[config.mk]
export PLATFORM = sky130hd
export DESIGN_NAME = sramlike_sram_slave
export DESIGN_NICKNAME = d
export VERILOG_FILES = /design/src/rtl/sramlike_sram_slave_pkg.sv /design/src/rtl/sramlike_resp_fifo.sv /design/src/rtl/sramlike_sram_slave.sv
export SDC_FILE = /design/constraint.sdc
export NUM_CORES = 1
export LEC_CHECK = 0
export BUFFER_PORTS_ARGS = -buffer_cell sky130_fd_sc_hd__buf_2
export CORE_ASPECT_RATIO = 1.1
export CORE_MARGIN = 10
export CORE_UTILIZATION = 49
export DETAILED_ROUTE_END_ITERATION = 8
export PLACE_DENSITY = 0.95
export SLEW_MARGIN = 40
export SYNTH_ARGS = -nofsm -noshare
export SYNTH_HDL_FRONTEND = slang
export SYNTH_SLANG_ARGS = --single-unit
[constraint.sdc]
create_clock -name clock -period 13.3 [get_ports clock]
set_clock_uncertainty 0.2 [all_clocks]
set_input_delay 2.66 -clock clock [delete_from_list [all_inputs] [get_ports clock]]
set_output_delay 2.66 -clock clock [all_outputs]
set_load 0.1 [all_outputs]
[src/rtl/sramlike_sram_slave_pkg.sv]
// sramlike_sram_slave_pkg: sram_like size encodings and byte-enable helper
package sramlike_sram_slave_pkg;
  localparam logic [1:0] SZ_BYTE = 2'd0;
  localparam logic [1:0] SZ_HALF = 2'd1;
  localparam logic [1:0] SZ_WORD = 2'd2;
  // misaligned half/word accesses yield no enables
  function automatic logic [3:0] byte_en(input logic [1:0] size, input logic [1:0] a);
    return size == SZ_BYTE ? 4'b0001 << a :
           size == SZ_HALF ? (a[0] ? 4'b0000 : a[1] ? 4'b1100 : 4'b0011) :
           (a != 2'b00 ? 4'b0000 : 4'b1111);
  endfunction
endpackage

[src/rtl/sramlike_resp_fifo.sv]
// sramlike_resp_fifo: synchronous response FIFO with head-of-queue data
module sramlike_resp_fifo #(
  parameter int W     = 32,
  parameter int DEPTH = 2
) (
  input  logic         clock,
  input  logic         reset,
  input  logic         push,
  input  logic         pop,
  input  logic [W-1:0] din,
  output logic         empty,
  output logic         full,
  output logic [W-1:0] head
);
  localparam int AW = $clog2(DEPTH);
  logic [AW:0]  wp_q, wp_d, rp_q, rp_d;
  logic [W-1:0] mem_q [DEPTH];
  always_comb begin
    empty = wp_q == rp_q;
    full  = (wp_q[AW] != rp_q[AW]) && (wp_q[AW-1:0] == rp_q[AW-1:0]);
    head  = mem_q[rp_q[AW-1:0]];
    wp_d  = wp_q + (AW+1)'(push);
    rp_d  = rp_q + (AW+1)'(pop);
  end
  always_ff @(posedge clock) begin
    if (reset) begin
      wp_q <= '0;
      rp_q <= '0;
    end else begin
      wp_q <= wp_d;
      rp_q <= rp_d;
      if (push) mem_q[wp_q[AW-1:0]] <= din;
    end
  end
endmodule

[src/rtl/sramlike_sram_slave.sv]
// sramlike_sram_slave: in-order sram_like responder backed by a synchronous SRAM
module sramlike_sram_slave
  import sramlike_sram_slave_pkg::*;
#(
  parameter int ADDR_W = 16,
  parameter int DEPTH  = 2,
  parameter int LAT    = 0
) (
  input  logic              clock,
  input  logic              reset,
  input  logic              req,
  input  logic              wr,
  input  logic [1:0]        size,
  input  logic [31:0]       addr,
  input  logic [31:0]       wdata,
  output logic              addr_ok,
  output logic              data_ok,
  output logic [31:0]       rdata,
  output logic              ram_en,
  output logic [3:0]        ram_we,
  output logic [ADDR_W-1:0] ram_addr,
  output logic [31:0]       ram_wdata,
  input  logic [31:0]       ram_rdata
);
  localparam int CW = $clog2(DEPTH + 1);
  localparam int LW = LAT > 0 ? $clog2(LAT + 1) : 1;
  logic [CW-1:0] out_q, out_d;
  logic [LW-1:0] cnt_q, cnt_d;
  logic          s1_v_q, s1_v_d, s1_wr_q, s1_wr_d;
  logic          empty, full;
  logic [31:0]   head;
  always_comb begin
    addr_ok   = req && (out_q < CW'(DEPTH));
    ram_en    = addr_ok;
    ram_addr  = addr_ok ? addr[ADDR_W+1:2] : '0;
    ram_wdata = addr_ok ? wdata : '0;
    ram_we    = addr_ok && wr ? byte_en(size, addr[1:0]) : 4'b0000;
    data_ok   = !empty && cnt_q == '0;
    rdata     = data_ok ? head : '0;
    s1_v_d    = addr_ok;
    s1_wr_d   = addr_ok && wr;
    cnt_d     = (empty || data_ok) ? LW'(LAT) : cnt_q - LW'(cnt_q != '0);
    out_d     = out_q + CW'(addr_ok) - CW'(data_ok);
  end
  always_ff @(posedge clock) begin
    if (reset) begin
      out_q   <= '0;
      cnt_q   <= LW'(LAT);
      s1_v_q  <= 1'b0;
      s1_wr_q <= 1'b0;
    end else begin
      out_q   <= out_d;
      cnt_q   <= cnt_d;
      s1_v_q  <= s1_v_d;
      s1_wr_q <= s1_wr_d;
    end
  end
  // outstanding count covers s1 too, so the FIFO always has room when s1 pushes
  sramlike_resp_fifo #(.W(32), .DEPTH(DEPTH)) u_fifo (
    .clock(clock),
    .reset(reset),
    .push (s1_v_q && !full),
    .pop  (data_ok),
    .din  (s1_wr_q ? 32'h0 : ram_rdata),
    .empty(empty),
    .full (full),
    .head (head)
  );
endmodule

==> qor.csv <==
stage;metric;value;unit
sta;worst_slew_pin_slew;0.692;ns
sta;final.setup.tns;0;ns
die;row_count;32;
setup_path;end_kind;output port;
cts;cts-root-buf;clkbuf_8;
sta;fin_ws;6.51;ns
min_path;min_from;u_fifo.rp_q[1];
routing;vias;2658;
synth;netlist_instances;276;
placement;pre_cts_ws;6.36;ns
routing;avgViaCountPerCell;4.96;
min_path;hp-class;reg -> reg;
routing;firstDrtPassIters;5;
grt;antenna_found_initial;1;
synth;ys_top_cells_by_count;edfxtp_1 (64), and2_1 (49), nor2b_1 (36);
sta;setup_viol;0;
cts;htreeDepth;3;
cells_and_area;area_delta_synth_final;32.7;%
synth;ys.flop_type;edfxtp_1;
synth;yosysMostFrequentCell;edfxtp_1;
setup_path;critical_path_required;10.44;ns
sta;slew_violations;0;
setup_path;cp_common_cell;buf_2;
min_path;min_path_cells;2;
power;leakagePower;2.07;nW
die;fp.coreArea;0.00701;mm2
setup_path;worst-path-max-fanout;28;
synth;synthTopCellsByArea;edfxtp_1 (55%), mux2i_1 (9.1%), and2_1 (8.7%), nor2b_1 (6.4%), dfxtp_1 (4.6%);
cts;cts_tree;done;
sta;hold_viol_final;0;
setup_path;r2r_cells;3;
grt;grtUsageTotal;17.7;%
setup_path;cpMaxStageDelayCell;buf_2;
cts;cts.sinks;72;
synth;yosys_warnings;0;
sta;slew_headroom;53.9;%
synth;synth-seq-cells;72;
synth;synth_area_per_cell;12.7;um2
cts;cts-hold-fix-buffers;0;
power;cellPowerDensity;252;mW/mm2
placement;io_buffers;174;
grt;grt_pass1_wl;14600;um
synth;yosys.cell_types.count;30;
sta;finalCritPeriodShare;51.0;%
synth;synth.largest_area_cell;edfxtp_1;
synth;syn_area;0.00352;mm2
placement;gp_congestion;0.996;
synth;synthArstFlopShare;0;%
cells_and_area;ff_latch_area;0.00209;mm2
sta;fmax;0.147;GHz
synth;synth_nets;382;
die;die-area;0.0110;mm2
die;fp.dieH;109;um
cts;ctsResizeCount;0;
synth;synth-edff-count;64;
setup_path;cpPeakStageDelay;0.43;ns
setup_path;reg2reg_slack;10.70;ns
cts;cts_buffers;9;
die;floorplan.initialDensity;50.2;%
routing;route.detailed.drc;0;
cells_and_area;n_fill_cell;525;
setup_path;cp.arrival;3.93;ns
cts;path_clk_slew;0.06;ns
grt;grt-ovfl-total;0;
synth;ys_seq_area_share;59.2;%
cells_and_area;fin_nets;552;
cells_and_area;multi_input_area;0.00134;mm2
grt;grt_max_degree;53;
routing;drtAntennaViolNets;0;
setup_path;crit_chain;buf_2, nor2b_4, buf_8, and2_1, buf_2;
routing;wl;9950;um
sta;rsz0062_at_grt;false;
die;die_w;101;um
setup_path;worst_setup_path_start_kind;input port;
power;irDropWorstVdd;0.190;mV
routing;wl_per_cell;18.6;um
placement;dp_hpwl;7980;um
cells_and_area;drive_gt1_share;44.9;%
cts;cts_setup_buffers;0;
setup_path;crit_type;in -> out;
setup_path;r2r_start;u_fifo.rp_q[0];
flow_run;drv_cap;0;
cts;clock_path_buffers;2;
cts;insertion_delay;0.32;ns
sta;period_minus_slack;6.79;ns
min_path;whs_endpoint;u_fifo.rp_q[1];
routing;drtIter0Drc;71;
synth;yosys.area.top_type_share;54.6;%
outcome;outcome;finished clean;
setup_path;worstReg2RegEnd;u_fifo.mem_q[0][24];
die;io_pins;189;
grt;grt_pass1_vias;2848;
[stage by stage]
stage	area, um2	cells	hold WS, ns	power, mW	utilization (%)
2_1_floorplan	3520	276	0.356	0.925	-
3_3_place_gp	4410	517	0.419	1.02	63.0
3_5_place_dp	4490	519	0.431	1.04	64.1
4_1_cts	4650	534	0.446	1.18	66.4
5_1_grt	4670	536	0.477	1.22	66.6
6_report	4670	536	0.442	1.18	66.6
[worst max path at each step]
stage          startpoint           to  slack [ns]  cells after the start
2_1_floorplan         req    ram_we[1]        4.49                      2
3_3_place_gp          req  ram_addr[4]        6.04                      4
3_5_place_dp          req  ram_addr[4]        6.36                      4
4_1_cts               req  ram_addr[4]        6.36                      4
5_1_grt               req  ram_addr[8]        6.38                      5
6_report              req  ram_addr[8]        6.51                      5
[area by class of cell]
| cell class | count | area share (%) |
|---|---|---|
| inverter | 5 | 0.402 |
| tap | 85 | 2.28 |
| sequential | 72 | 44.7 |
| antenna | 1 | 0.0536 |
| clock inverter | 6 | 0.804 |
| clock buffer | 9 | 2.65 |
| timing repair buffer | 179 | 20.5 |
| multi-input combinational | 179 | 28.6 |
[power by group]
group | internal (mW) | switching (mW) | total (mW)
sequential | 0.265 | 0.0281 | 0.293
combinational | 0.140 | 0.602 | 0.742
clock | 0.0655 | 0.0744 | 0.140
total | 0.471 | 0.705 | 1.18
[registers in the layout, indices dropped and copies added, names as in the netlist]
name	count
u_fifo.mem_q	64
out_q	2
u_fifo.rp_q	2
u_fifo.wp_q	2
s1_v_q	1
s1_wr_q	1
[critical path: cells and delay by family]
kind | cells | cell delay [ns]
simple gates | 2 | 0.52
buf+inv | 3 | 0.74
[kinds of logic (layout without fill, tap and decap cells)]
| family | Yosys count | in the layout | share of synthesized area [%] |
|---|---|---|---|
| simple gates | 99 | 99 | 17.5 |
| fa+ha+maj | 4 | 4 | 1.42 |
| mux | 32 | 32 | 9.10 |
| compound gates | 37 | 37 | 6.05 |
| other cells | 0 | 1 | 0 |
| buf+inv | 25 | 199 | 4.16 |
| flops | 72 | 72 | 59.2 |
| xor+xnor | 7 | 7 | 2.56 |
[cell usage in the layout (no fill, tap or decap), types with 2 or more instances in the layout]
cell type	synthesis	layout
ha_1	4	4
nand2_1	2	2
a21oi_2	4	4
clkbuf_8	2	9
nor2_1	4	4
xnor2_4	0	2
clkinv_4	0	2
dfxtp_1	8	6
nor3_1	3	3
nor2b_1	36	35
a21oi_1	29	29
and2_1	49	49
buf_4	3	2
xnor2_1	3	3
mux2i_1	32	32
buf_2	5	174
buf_16	0	2
edfxtp_1	64	64
inv_1	5	5
clkinv_1	0	2
[metal layers]
metal	GRT usage [%]	vias to the layer above	share of wire (%)
li1	-	1309	-
met4	7.88	0	2.4
met5	0	-	0
met2	33.3	114	55
met3	8.16	14	10
met1	15.5	1221	32
Note: power is estimated with default switching activity, not from simulation.
